**config.mk**
```make
export PLATFORM = sky130hd
export DESIGN_NAME = result_drain
export DESIGN_NICKNAME = d
export VERILOG_FILES = /design/src/rtl/result_drain.sv
export SDC_FILE = /design/constraint.sdc
export NUM_CORES = 1
export LEC_CHECK = 0
export CAP_MARGIN = 20
export CELL_PAD_IN_SITES_DETAIL_PLACEMENT = 1
export CELL_PAD_IN_SITES_GLOBAL_PLACEMENT = 1
export CORE_ASPECT_RATIO = 0.7
export CORE_MARGIN = 10
export CORE_UTILIZATION = 25
export DETAILED_ROUTE_END_ITERATION = 7
export PLACE_DENSITY_LB_ADDON = 0.15
export SLEW_MARGIN = 20
export SYNTH_ARGS = -nofsm -noshare
export SYNTH_HDL_FRONTEND = slang
export SYNTH_SLANG_ARGS = --single-unit
```
**constraint.sdc**
```tcl
create_clock -name clk -period 18.55 [get_ports clk]
set_clock_uncertainty 0.15 [all_clocks]
set_input_delay 5.565 -clock clk [delete_from_list [all_inputs] [get_ports clk]]
set_output_delay 5.565 -clock clk [all_outputs]
set_load 0.005 [all_outputs]
```
**src/rtl/result_drain.sv**
```systemverilog
`default_nettype none
// ============================================================================
// result_drain: snapshots systolic-array results on done, streams them out
// with row/col/last tags. Macro RESULT_DRAIN_COLMAJOR_EN selects column-major.
// Revision: 1.0
// ============================================================================
module result_drain #(
  parameter int RESULT_WIDTH = 16,
  parameter int ROWS         = 4,
  parameter int COLS         = 4
) (
  input  logic                                clk,
  input  logic                                rst,
  input  logic                                done,
  input  logic [ROWS*COLS*RESULT_WIDTH-1:0]   results,
  output logic                                out_valid,
  input  logic                                out_ready,
  output logic [RESULT_WIDTH-1:0]             out_data,
  output logic [(ROWS>1?$clog2(ROWS):1)-1:0]  out_row,
  output logic [(COLS>1?$clog2(COLS):1)-1:0]  out_col,
  output logic                                out_last,
  output logic                                busy,
  output logic                                overrun
);

  localparam int N     = ROWS * COLS;
  localparam int IDX_W = (N > 1) ? $clog2(N) : 1;
  localparam int ROW_W = (ROWS > 1) ? $clog2(ROWS) : 1;
  localparam int COL_W = (COLS > 1) ? $clog2(COLS) : 1;

  typedef enum logic [0:0] {
    S_IDLE   = 1'b0,
    S_STREAM = 1'b1
  } state_t;

  state_t                  state_q, state_d;
  logic [IDX_W-1:0]        idx_q, idx_d;
  logic                    overrun_q, overrun_d;
  logic                    capture;
  logic [RESULT_WIDTH-1:0] shadow_q [N];

  logic xfer;
  logic final_beat;
  int   row_i, col_i, addr_i;

  always_ff @(posedge clk) begin
    if (rst) begin
      state_q   <= S_IDLE;
      idx_q     <= '0;
      overrun_q <= 1'b0;
      for (int i = 0; i < N; i++) shadow_q[i] <= '0;
    end else begin
      state_q   <= state_d;
      idx_q     <= idx_d;
      overrun_q <= overrun_d;
      if (capture) begin
        for (int i = 0; i < N; i++)
          shadow_q[i] <= results[i*RESULT_WIDTH +: RESULT_WIDTH];
      end
    end
  end

  assign final_beat = (idx_q == IDX_W'(N - 1));
  assign xfer       = (state_q == S_STREAM) && out_ready;

  always_comb begin
    state_d   = state_q;
    idx_d     = idx_q;
    overrun_d = overrun_q;
    capture   = 1'b0;
    case (state_q)
      S_IDLE: begin
        if (done) begin
          state_d = S_STREAM;
          idx_d   = '0;
          capture = 1'b1;
        end
      end
      S_STREAM: begin
        if (xfer && final_beat) begin
          // A done coinciding with the last handshake starts the next matrix seamlessly.
          idx_d = '0;
          if (done) capture = 1'b1;
          else      state_d = S_IDLE;
        end else begin
          if (xfer) idx_d = idx_q + IDX_W'(1);
          if (done) overrun_d = 1'b1;
        end
      end
      default: state_d = S_IDLE;
    endcase
  end

  always_comb begin
`ifdef RESULT_DRAIN_COLMAJOR_EN
    row_i = int'(idx_q) % ROWS;
    col_i = int'(idx_q) / ROWS;
`else
    row_i = int'(idx_q) / COLS;
    col_i = int'(idx_q) % COLS;
`endif
    addr_i = row_i * COLS + col_i;
  end

  assign out_data  = shadow_q[IDX_W'(addr_i)];
  assign out_row   = ROW_W'(row_i);
  assign out_col   = COL_W'(col_i);
  assign out_valid = (state_q == S_STREAM);
  assign busy      = (state_q == S_STREAM);
  assign out_last  = (state_q == S_STREAM) && final_beat;
  assign overrun   = overrun_q;

endmodule
`default_nettype wire

```
# Yosys cells after proc, flatten, opt, wreduce, memory -nomap -nowiden
# Memory sizes are Yosys's and may differ from the RTL's.
# Index checks and enable logic that the tools add are counted.
[word_totals] reg_bits=6 ram_bits=256 input_bits=260 out_inout_bits=24 elab_cells=62 memories=1
[memory_table] memory="shadow_q" words=16 word_bits=16 read_ports=1 rd_ports_with_merged_regs=0 write_ports=16 line_no="40" text="logic [RESULT_WIDTH-1:0] shadow_q [N];"
[classes] add_sub_neg=2 n_eq_ne=3 muxes=30 n_bitwise=18 reduce_logical=5
[op_table] op="$mux W16" count=16
[op_table] op="$or A1 B1 Y1" count=16
[op_table] op="$mux W4" count=3
[op_table] op="$mux W1" count=8
[op_table] op="$pmux W4 S2" count=1
[op_table] op="$add A4 B1 Y4 const B" count=1
[op_table] op="$add A4 B2 Y4" count=1
[op_table] op="$eq A4 B4 Y1 const B" count=1
[op_table] op="$pmux W1 S2" count=2
[op_table] op="$logic_and A1 B1 Y1" count=3
[op_table] op="$ne A3 B1 Y1 const B" count=1
[op_table] op="$reduce_and A3 Y1" count=1
[op_table] op="$ne A2 B2 Y1 const B" count=1
[op_table] op="$not A1 Y1" count=2
[op_table] op="$reduce_and A2 Y1" count=1

# Logic depth before layout (Yosys ltp)
# Gate-level depths: netlist (run 1).
[logic_depth] ltp_word=8 depth_mapped=6 depth_no_buf=4

# Worst setup path after synthesis (run 1)
# OpenSTA, ideal clock, no wires.
[synth_timing] kind="input to register" from="input port rst" to="memory shadow_q[0][0] (enable)" setup_ps=617 arrival_time_ps=11265 t_required_ps=17783 slack_ps=6518 cell_stages=3 n_path_buf=2 path_cell_list="clkbuf_1 clkbuf_1 a21o_1"
[synth_lines] element="start: declaration" line_no="13" text="input logic rst,"
[synth_lines] element="end: declaration" line_no="40"

# Worst setup path after layout (run 1)
[layout_timing] from="register idx_q[1]" to="output port out_data[14]"
[layout_between] elab_chain_len=2
[layout_lines] element="start: declaration" line_no="37" text="logic [IDX_W-1:0] idx_q, idx_d;"
[layout_lines] element="start signal: assignment" line_no="54" text="idx_q <= idx_d;"
[layout_lines] element="$add A4 B2 Y4" line_no="102" text="addr_i = row_i * COLS + col_i;"
[layout_lines] element="$mem_v2 Z16 W16"
[layout_lines] element="end: declaration" line_no="18" text="output logic [RESULT_WIDTH-1:0] out_data,"
# Every way passes these cells.

==> results of run 1 <==
## cells in the mapped netlist (all sizes together)
master / number / area share [%]
a21boi: 1 / 0.064
buf: 24 / 1.3
mux4: 50 / 9.5
edfxtp: 256 / 65
nand4b: 1 / 0.074
mux2i: 49 / 4.2
a211oi: 1 / 0.17
a31oi: 2 / 0.11
a221o: 14 / 1.2
o21ai: 1 / 0.042
clkbuf: 30 / 1.1
or3b: 1 / 0.074
and2: 161 / 8.5
dfxtp: 6 / 1.0
nand3: 2 / 0.085
o22ai: 14 / 0.74
a32oi: 1 / 0.074
nor2: 18 / 0.57
a21o: 1 / 0.064
ha: 1 / 0.11
nand4: 2 / 0.23
or4: 1 / 0.064
inv: 3 / 0.095
nor2b: 98 / 5.2
a21oi: 3 / 0.13
nand2: 4 / 0.13
## through the flow
step	hold WS (ns)	area [µm²]	instances	worst slack, ns	utilization (%)
finish	0.373	16200	1648	9.10	34.9
global route	0.414	16200	1647	8.88	34.9
CTS	0.386	16200	1647	8.98	34.8
detailed placement	0.370	15200	1595	9.04	32.6
global placement	0.385	15200	1595	9.10	32.6
floorplan	0.311	11800	745	6.52	-
## final timing paths
kind                  from              to  slack [ns]  depth (start not counted)
setup / recovery  idx_q[1]    out_data[14]        9.10                          5
hold / removal     overrun         overrun        0.37                          2
setup reg to reg  idx_q[1]  shadow_q[2][2]       13.38                          7
hold reg to reg    overrun         overrun        0.37                          2
## worst max-delay path, delay by kind of cell (launching register included)
kind / cells / cell delay [ns]
DFF: 1 / 0.79
AOI/OAI and AO/OA: 2 / 0.77
buffers and inverters: 2 / 1.28
muxes: 1 / 0.21
## routing by layer
layer	up-vias	track usage (%)	wire, µm
li1	3307	-	-
met1	3513	16.5	16300
met2	172	20.8	17300
met3	44	3.18	2280
met4	4	2.39	652
met5	-	0	22
## state kept, by name, summed over array words and instances, names as in the netlist
name,flops
busy,1
idx_q,4
overrun,1
shadow_q,256
## area by class of cell
class | count | area (µm²)
Antenna cell | 1 | 2.50
Fill cell | 4828 | 30300
Inverter | 3 | 11.3
Multi-Input combinational cell | 426 | 3710
Sequential cell | 262 | 7820
Timing Repair Buffer | 292 | 2910
Clock buffer | 33 | 741
Clock inverter | 19 | 288
Tap cell | 612 | 766
## cell usage in the layout, fill, tap and decap left out
cell and instances:
sky130_fd_sc_hd__clkbuf_16 29, sky130_fd_sc_hd__a31oi_1 2, sky130_fd_sc_hd__a21o_4 1, sky130_fd_sc_hd__nand3_1 2, sky130_fd_sc_hd__dfxtp_1 3, sky130_fd_sc_hd__a21oi_1 3
sky130_fd_sc_hd__and2_1 160, sky130_fd_sc_hd__and2_0 1, sky130_fd_sc_hd__bufinv_16 8, sky130_fd_sc_hd__buf_4 8, sky130_fd_sc_hd__ha_1 1, sky130_fd_sc_hd__clkinv_2 5
sky130_fd_sc_hd__a221o_1 14, sky130_fd_sc_hd__a32oi_1 1, sky130_fd_sc_hd__dfxtp_4 2, sky130_fd_sc_hd__diode_2 1, sky130_fd_sc_hd__nand4b_1 1, sky130_fd_sc_hd__inv_1 3
sky130_fd_sc_hd__edfxtp_1 256, sky130_fd_sc_hd__nand4_1 1, sky130_fd_sc_hd__clkdlybuf4s50_1 282, sky130_fd_sc_hd__or4_1 1, sky130_fd_sc_hd__mux4_2 50, sky130_fd_sc_hd__clkinv_1 6
sky130_fd_sc_hd__nand4_4 1, sky130_fd_sc_hd__nand2_1 4, sky130_fd_sc_hd__a21boi_0 1, sky130_fd_sc_hd__buf_6 2, sky130_fd_sc_hd__nor2_1 18, sky130_fd_sc_hd__a211oi_4 1
sky130_fd_sc_hd__clkbuf_1 4, sky130_fd_sc_hd__nor2b_1 98, sky130_fd_sc_hd__dfxtp_2 1, sky130_fd_sc_hd__o21ai_0 1, sky130_fd_sc_hd__o22ai_1 14, sky130_fd_sc_hd__or3b_2 1
sky130_fd_sc_hd__mux2i_1 49
## logic make-up after synthesis
logic type	Yosys count	synth area share (%)
adder cells (fa/ha/maj)	1	0.106
flip-flops	262	66.2
buffers and inverters	57	2.46
AND/OR/NAND/NOR	288	15.0
multiplexers	99	13.7
AO/OA/AOI/OAI	38	2.58
## power by group through the flow
stage / clock, µW / combinational (µW) / sequential (µW)
after global routing: 681 / 163 / 717
after CTS: 657 / 155 / 713
after global placement: 0 / 154 / 724
after detailed placement: 0 / 154 / 725
final: 635 / 149 / 712
after floorplan: 0 / 65.0 / 726
==> results.txt, run 1 <==
----------------------------------------------------
[Power]
  Power per cell area ... 92.2 nW/µm²
  Static Leak ... 0.00563 µW
  Switch share ... 20.9%
  Fraction of power consumed by combinational cells ... between 10% and 20%
  Cell internal pwr ... 1180 µW
  Share of total power in the clock network ... 42.4%
  Proportion of power drawn by flip-flops and latches ... 47.6%
  Worst IR Drop VDD ... between 0.05 and 0.06 mV
  Net switching power ... 313 µW
  Total Power Consumption ... 1500 µW

[STA]
  Final clock period utilization by the worst path ... between 50% and 60%
  Final Hold Fails ... 0
  Min cycle time layout ... ~9.5 ns
  RSZ-0062 raised after global routing ... no
  Peak clock frequency supported by timing ... 106 MHz
  Endpoints failing setup ... 0
  Sum of negative setup slack ... 0 ns
  Actual slew at the worst max-slew pin ... around 1.0 ns
  Worst-case headroom to the max-slew limit ... between 30 and 40%
  Pins Over Slew Limit ... 0

[Placement]
  Detailed placement HPWL ... 25700 µm
  Weighted congestion reported at the end of routability-driven placement ... slightly below 0.7
  Count of buffers inserted at the top-level ports ... 283

[Detailed routing]
  Average vias per placed instance ... 4.27
  Average detailed-routed wire length per instance ... between 20 and 25 µm
  Initial DRC Count ... 484
  Number of nets with antenna violations after detailed routing ... 0
  DRT Pass-1 Iters ... 4
  Via total after detailed routing ... 7040
  Post-route DRC ... 0
  Routed Wire Length ... 36600 µm

[Floorplan]
  Number of primary I/O pins ... between 200 and 300
  Total number of placement rows ... 66
  Initial core utilization ... 25.3%
  Area of the die ... 56400 µm²
  Core Region ... ~47000 µm²
  Die Span X ... between 200 and 300 µm
  Floorplan die height ... 202 µm

[Logic synthesis]
  Count of unique library cells instantiated by Yosys ... 32
  Synth Warn # ... 0
  Part of the Yosys area used for sequential elements ... between 60% and 70%
  Flip-flop and latch count after synthesis ... 262
  Total nets after synthesis ... 1006
  Syn Area/Cell ... between 15 and 20 µm²
  Cell count after synthesis ... between 700 and 800
  Area of the mapped netlist ... approximately 12000 µm²

[CTS]
  Worst-skew pair later-pin latency ... approximately 0.56 ns
  Worst-case clock buffer depth ... 3
  Number of buffers inserted by hold repair at cts ... 0
  Clock Root Buffer ... sky130_fd_sc_hd__clkbuf_16
  CTS clock-pin slew for the worst setup and hold paths ... 0.06 ns
  Buffers inserted by post-CTS timing repair ... 0
  Maximum level of the CTS H-tree ... 1
  Num CTS Buffers ... 29
  Resized Gates After CTS ... 0
  Sink count of the clock tree ... 262
  TritonCTS clock tree ... done

[Layout]
  Layout area overhead ... 37.6%
  Net count of the finished layout ... 1275
  Ratio of cells with drive above 1 in the final layout ... 10.5%

[Critical path]
  Cell-by-cell trace of the critical path ... buf_4, mux2i_1, a221o_1, o22ai_1, clkdlybuf4s50_1
  Critical Path Max Stage Delay ... 0.79 ns
  Crit end category ... output port
  Master of the slowest instance on the critical path ... sky130_fd_sc_hd__dfxtp_4
  Crit-path max FO ... 44
  Arrival time reported for the critical path endpoint ... 3.74 ns
  Kind of start point of the critical path ... flop
  Type of the worst setup path ... reg -> out
  Crit path required time ... approximately 13 ns

[Outcome]
  Result of the run ... complete, no violations

[Min path]
  Hold WC Path Type ... reg -> reg

[Global route]
  Vias in the first global route ... roughly 8000
  Wire length of the first global-routing pass ... about 53000 µm
  Sum of overflow across all layers after global routing ... 0
  Initial antenna violation count ... 3
  Largest net degree at the start of global routing ... 142
  GR Util All Layers ... 12.6%

[Job]
  Max-cap violation count ... 0

----------------------------------------------------
No activity file was read; power rests on OpenSTA's default activity.
==> inputs of run 2 (changes only) <==
==> constraint.sdc (replaced) <==
create_clock -name clk -period 7.8 [get_ports clk]
set_clock_uncertainty 0.15 [all_clocks]
set_input_delay 2.34 -clock clk [delete_from_list [all_inputs] [get_ports clk]]
set_output_delay 2.34 -clock clk [all_outputs]
set_load 0.005 [all_outputs]
==> results.txt, run 2 (synthesis gave the netlist of run 1 again) <==
----------------------------------------------------
[Outcome]
  Result of the run ... complete, no violations

[STA]
  Final clock period utilization by the worst path ... 75.4%
  Pins Over Slew Limit ... 0
  Min cycle time layout ... 5.88 ns
  Actual slew at the worst max-slew pin ... 1.07 ns
  Worst-case headroom to the max-slew limit ... 28.8%
  Sum of negative setup slack ... 0 ns
  RSZ-0062 raised after global routing ... no
  Final setup margin ... roughly 1.9 ns
  Endpoints failing setup ... 0
  Peak clock frequency supported by timing ... 170 MHz
  Final Hold Fails ... 0

[Layout]
  Utilization after layout ... 34.8%
  Max FFs per register ... 256
  Commonest non-fill, non-tap cells in the layout ... sky130_fd_sc_hd__clkdlybuf4s50_1 (282), sky130_fd_sc_hd__edfxtp_1 (256), sky130_fd_sc_hd__and2_1 (160), sky130_fd_sc_hd__nor2b_1 (98), sky130_fd_sc_hd__mux4_2 (50)
  Registers with the highest flip-flop counts ... shadow_q x256, idx_q x4
  Final design area excluding fillers ... 16200 µm²
  Ratio of cells with drive above 1 in the final layout ... 10.8%
  Largest register by flop count ... shadow_q
  Antenna diodes ... 0
  Net count of the finished layout ... between 1000 and 1500
  Commonest non-fill, non-tap cell in the layout ... sky130_fd_sc_hd__clkdlybuf4s50_1
  Layout area overhead ... 37.3%

[Floorplan]
  Core Region ... 46600 µm²
  Floorplan die height ... 202 µm
  Number of primary I/O pins ... 284
  Area of the die ... roughly 56000 µm²
  Die Span X ... 280 µm
  Total number of placement rows ... between 60 and 70
  Initial core utilization ... 25.3%

[CTS]
  Worst-case clock buffer depth ... 3
  Buffers inserted by post-CTS timing repair ... 0
  Maximum level of the CTS H-tree ... 1
  TritonCTS clock tree ... done
  Worst-skew pair later-pin latency ... 0.55 ns
  CTS clock-pin slew for the worst setup and hold paths ... approximately 0.060 ns
  Number of buffers inserted by hold repair at cts ... 0
  Resized Gates After CTS ... 0
  Clock Root Buffer ... sky130_fd_sc_hd__clkbuf_16
  Num CTS Buffers ... 29
  Sink count of the clock tree ... 262

[Critical path]
  Critical Path Max Stage Delay ... 1.03 ns
  Largest delay contributor family on the critical path ... flip-flops
  Kind of start point of the critical path ... flop
  Master of the slowest instance on the critical path ... sky130_fd_sc_hd__dfxtp_4
  Critical path startpoint ... idx_q[1]
  Number of buffers and inverters on the critical path ... 2
  Reg2reg start ... idx_q[1]
  Arrival time reported for the critical path endpoint ... 3.39 ns
  Crit-path max FO ... 56
  Crit end category ... output port
  Type of the worst setup path ... reg -> out
  Crit path required time ... 5.31 ns
  Cell-by-cell trace of the critical path ... buf_4, mux4_2, mux2i_1, o22ai_1, clkdlybuf4s50_1

[Global route]
  Vias in the first global route ... ~7900
  Largest net degree at the start of global routing ... 157
  GR Util All Layers ... 12.8%
  Sum of overflow across all layers after global routing ... 0
  Initial antenna violation count ... 7
  Wire length of the first global-routing pass ... around 54000 µm

[Min path]
  Hold WC Path Type ... reg -> reg
  Hold Startpoint ... overrun

[Detailed routing]
  Via total after detailed routing ... about 7100
  Initial DRC Count ... 454
  DRT Pass-1 Iters ... 4
  Routed Wire Length ... approximately 37000 µm
  Average vias per placed instance ... 4.31
  Post-route DRC ... 0
  Number of nets with antenna violations after detailed routing ... 0
  Average detailed-routed wire length per instance ... 22.5 µm

[Power]
  Total Power Consumption ... 3460 µW
  Static Leak ... 0.00563 µW
  Worst IR Drop VDD ... 0.124 mV
  Power per cell area ... about 210 nW/µm²

[Placement]
  Weighted congestion reported at the end of routability-driven placement ... between 0.7 and 0.8
  Count of buffers inserted at the top-level ports ... 283
  Detailed placement HPWL ... 26700 µm
  Area after DPL ... between 15000 and 20000 µm²
  Placement Setup Slack ... 2.33 ns

[Job]
  Max-cap violation count ... 0

----------------------------------------------------
[run 2: worst register-to-register path: stages (launching register included)]
cell                       delay, ns
sky130_fd_sc_hd__dfxtp_4        1.03
sky130_fd_sc_hd__buf_4          0.40
sky130_fd_sc_hd__ha_1           0.30
sky130_fd_sc_hd__nand4_4        0.17
sky130_fd_sc_hd__a211oi_4       0.29
sky130_fd_sc_hd__buf_4          0.70
sky130_fd_sc_hd__and2_1         0.38
[run 2: stage by stage]
| stage | std cells | hold slack, ns |
|---|---|---|
| floorplan | 745 | 0.311 |
| global placement | 1597 | 0.373 |
| detailed placement | 1597 | 0.383 |
| CTS | 1650 | 0.399 |
| global route | 1650 | 0.414 |
| finish | 1650 | 0.389 |
[run 2: report_power, final]
part           switching (µW)  internal, µW  total (µW)
clock network             563           846        1410
registers                40.0          1670        1710
logic                     134           213         347
[run 2: layout make-up]
type | instances | area [µm²]
fillers | 4844 | 30400
repair buffers | 294 | 2940
inverters | 3 | 11.3
multi-input cells | 426 | 3710
clock buffers | 36 | 752
clock inverters | 17 | 210
flip-flops and latches | 262 | 7820
well taps | 612 | 766
[run 2: per-layer routing]
metal / GRT usage (%) / up-vias / share of wire [%]
met3: 4.05 / 42 / 7.2
met5: 0 / - / 0.18
met4: 1.77 / 10 / 1.2
met1: 16.6 / 3568 / 43
met2: 20.9 / 181 / 48
li1: - / 3314 / -
[run 2: final timing paths]
| kind | to | slack [ns] | cells after the start |
|---|---|---|---|
| min reg2reg | overrun | 0.39 | 2 |
| min | overrun | 0.39 | 2 |
| max reg2reg | shadow_q[9][2] | 4.23 | 6 |
| max | out_data[11] | 1.92 | 5 |
==> inputs of run 3 (changes only) <==
==> constraint.sdc (replaced) <==
create_clock -name clk -period 5.8 [get_ports clk]
set_clock_uncertainty 0.15 [all_clocks]
set_input_delay 1.74 -clock clk [delete_from_list [all_inputs] [get_ports clk]]
set_output_delay 1.74 -clock clk [all_outputs]
set_load 0.005 [all_outputs]
==> results.txt, run 3 (synthesis gave the netlist of run 1 again) <==
----------------------------------------------------
[Outcome]
  Result of the run ... complete, no violations

[STA]
  Final Hold Fails ... 0
  Sum of negative setup slack ... 0 ns
  Post-route worst hold slack ... 0.450 ns
  Endpoints failing setup ... 0
  Peak clock frequency supported by timing ... 198 MHz
  Worst-case headroom to the max-slew limit ... between 30% and 40%
  Final clock period utilization by the worst path ... 87.2%
  Pins Over Slew Limit ... 0
  RSZ-0062 raised after global routing ... no
  Min cycle time layout ... approximately 5.1 ns
  Actual slew at the worst max-slew pin ... between 0.9 and 1 ns

[Floorplan]
  Die Span X ... about 280 µm
  Floorplan die height ... just over 200 µm
  Area of the die ... approximately 56000 µm²
  Core Region ... 46600 µm²
  Number of primary I/O pins ... 284
  Total number of placement rows ... between 60 and 70
  Initial core utilization ... 25.3%

[Layout]
  Net count of the finished layout ... 1281
  Count of filler cells inserted in the layout ... 4869
  Ratio of cells with drive above 1 in the final layout ... roughly 11%
  Area taken by multi-input logic gates ... roughly 3700 µm²
  Commonest non-fill, non-tap cell in the layout ... sky130_fd_sc_hd__clkdlybuf4s50_1
  Registers with the highest flip-flop counts ... shadow_q x256, idx_q x4
  Max FFs per register ... around 260
  Commonest non-fill, non-tap cells in the layout ... sky130_fd_sc_hd__clkdlybuf4s50_1 (282), sky130_fd_sc_hd__edfxtp_1 (256), sky130_fd_sc_hd__and2_1 (160), sky130_fd_sc_hd__nor2b_1 (98), sky130_fd_sc_hd__mux4_2 (50)
  Sequential cell area ... ~7800 µm²
  Layout area overhead ... 37.0%
  Largest register by flop count ... shadow_q

[Critical path]
  Crit path required time ... 3.91 ns
  Kind of start point of the critical path ... flop
  Crit-path max FO ... 37
  Arrival time reported for the critical path endpoint ... 3.17 ns
  Crit end category ... output port
  Internal reg-to-reg setup slack ... roughly 2.6 ns
  Type of the worst setup path ... reg -> out

[CTS]
  Sink count of the clock tree ... roughly 260
  CTS clock-pin slew for the worst setup and hold paths ... 0.07 ns
  TritonCTS clock tree ... done
  Worst-skew pair later-pin latency ... between 0.5 and 0.6 ns
  Maximum level of the CTS H-tree ... 1
  Num CTS Buffers ... 27
  Number of buffers inserted by hold repair at cts ... 0
  Worst-case clock buffer depth ... 3
  Buffers inserted by post-CTS timing repair ... 0
  Clock Root Buffer ... sky130_fd_sc_hd__clkbuf_16
  Resized Gates After CTS ... 0

[Global route]
  Initial antenna violation count ... 6
  Sum of overflow across all layers after global routing ... 0
  Vias in the first global route ... around 8000
  Largest net degree at the start of global routing ... a little over 100
  GR Util All Layers ... about an eighth
  Wire length of the first global-routing pass ... 54200 µm

[Min path]
  Hold WC Path Type ... reg -> reg

[Detailed routing]
  Via total after detailed routing ... between 7000 and 8000
  Average vias per placed instance ... 4.31
  Average detailed-routed wire length per instance ... 22.6 µm
  Number of nets with antenna violations after detailed routing ... 0
  DRT Pass-1 Iters ... 4
  Initial DRC Count ... 419
  Routed Wire Length ... between 30000 and 40000 µm
  Post-route DRC ... 0

[Power]
  Net switching power ... 984 µW
  Static Leak ... 0.00560 µW
  Cell internal pwr ... 3510 µW
  Fraction of power consumed by combinational cells ... around a tenth
  Power per cell area ... 278 nW/µm²
  Proportion of power drawn by flip-flops and latches ... about 51%
  Worst IR Drop VDD ... 0.144 mV
  Share of total power in the clock network ... between 30% and 40%
  Switch share ... 21.9%

[Job]
  Max-cap violation count ... 0

[Placement]
  Detailed placement HPWL ... 27600 µm
  Count of buffers inserted at the top-level ports ... 283
  Weighted congestion reported at the end of routability-driven placement ... around 0.7

----------------------------------------------------
-- run 3: path summary, 6_finish.rpt --
kind	startpoint	endpoint	cells past startpoint
max reg2reg	idx_q[1]	shadow_q[12][11]	6
min reg2reg	overrun	overrun	2
min	overrun	overrun	2
max	idx_q[0]	out_data[3]	5
-- run 3: layout make-up --
| class | instances | share of cell area (%) |
|---|---|---|
| Inverter | 3 | 0.0697 |
| Clock inverter | 18 | 1.03 |
| Sequential cell | 262 | 48.4 |
| Antenna cell | 3 | 0.0465 |
| Tap cell | 612 | 4.74 |
| Timing Repair Buffer | 300 | 18.5 |
| Multi-Input combinational cell | 426 | 22.9 |
| Clock buffer | 31 | 4.27 |
-- run 3: stage by stage --
| step | worst slack [ns] | instance area [µm²] | util (%) | instances | total power (µW) |
|---|---|---|---|---|---|
| 6_report | 0.740 | 16200 | 34.7 | 1655 | 4490 |
| 5_1_grt | 0.448 | 16200 | 34.7 | 1652 | 4690 |
| 4_1_cts | 0.539 | 16200 | 34.7 | 1652 | 4590 |
| 3_5_place_dp | 1.16 | 15300 | 32.8 | 1603 | 2830 |
| 3_3_place_gp | 1.17 | 15300 | 32.8 | 1603 | 2830 |
| 2_1_floorplan | 1.21 | 11800 | - | 745 | 2510 |
-- run 3: critical path, stage by stage (launching register included) --
cell and delay [ns]:
sky130_fd_sc_hd__dfxtp_4 0.81, sky130_fd_sc_hd__buf_4 0.37, sky130_fd_sc_hd__mux4_2 0.52, sky130_fd_sc_hd__mux2i_1 0.25, sky130_fd_sc_hd__o22ai_1 0.11, sky130_fd_sc_hd__clkdlybuf4s50_1 0.54
-- run 3: power groups by stage --
stage | Clock (µW) | Sequential (µW) | Combinational (µW)
after floorplan | 0 | 2300 | 209
after global placement | 0 | 2330 | 495
after detailed placement | 0 | 2330 | 497
after CTS | 1800 | 2290 | 500
after global routing | 1860 | 2300 | 527
final | 1720 | 2290 | 483
-- run 3: layer usage --
| metal | routed length, µm | part of all wire, % | track usage, % | vias to the layer above |
|---|---|---|---|---|
| met5 | 30 | 0.080 | 0 | - |
| met1 | 16700 | 45 | 16.8 | 3573 |
| met4 | 554 | 1.5 | 2.16 | 4 |
| met2 | 17600 | 47 | 21.2 | 190 |
| met3 | 2380 | 6.4 | 3.83 | 41 |
| li1 | - | - | - | 3321 |
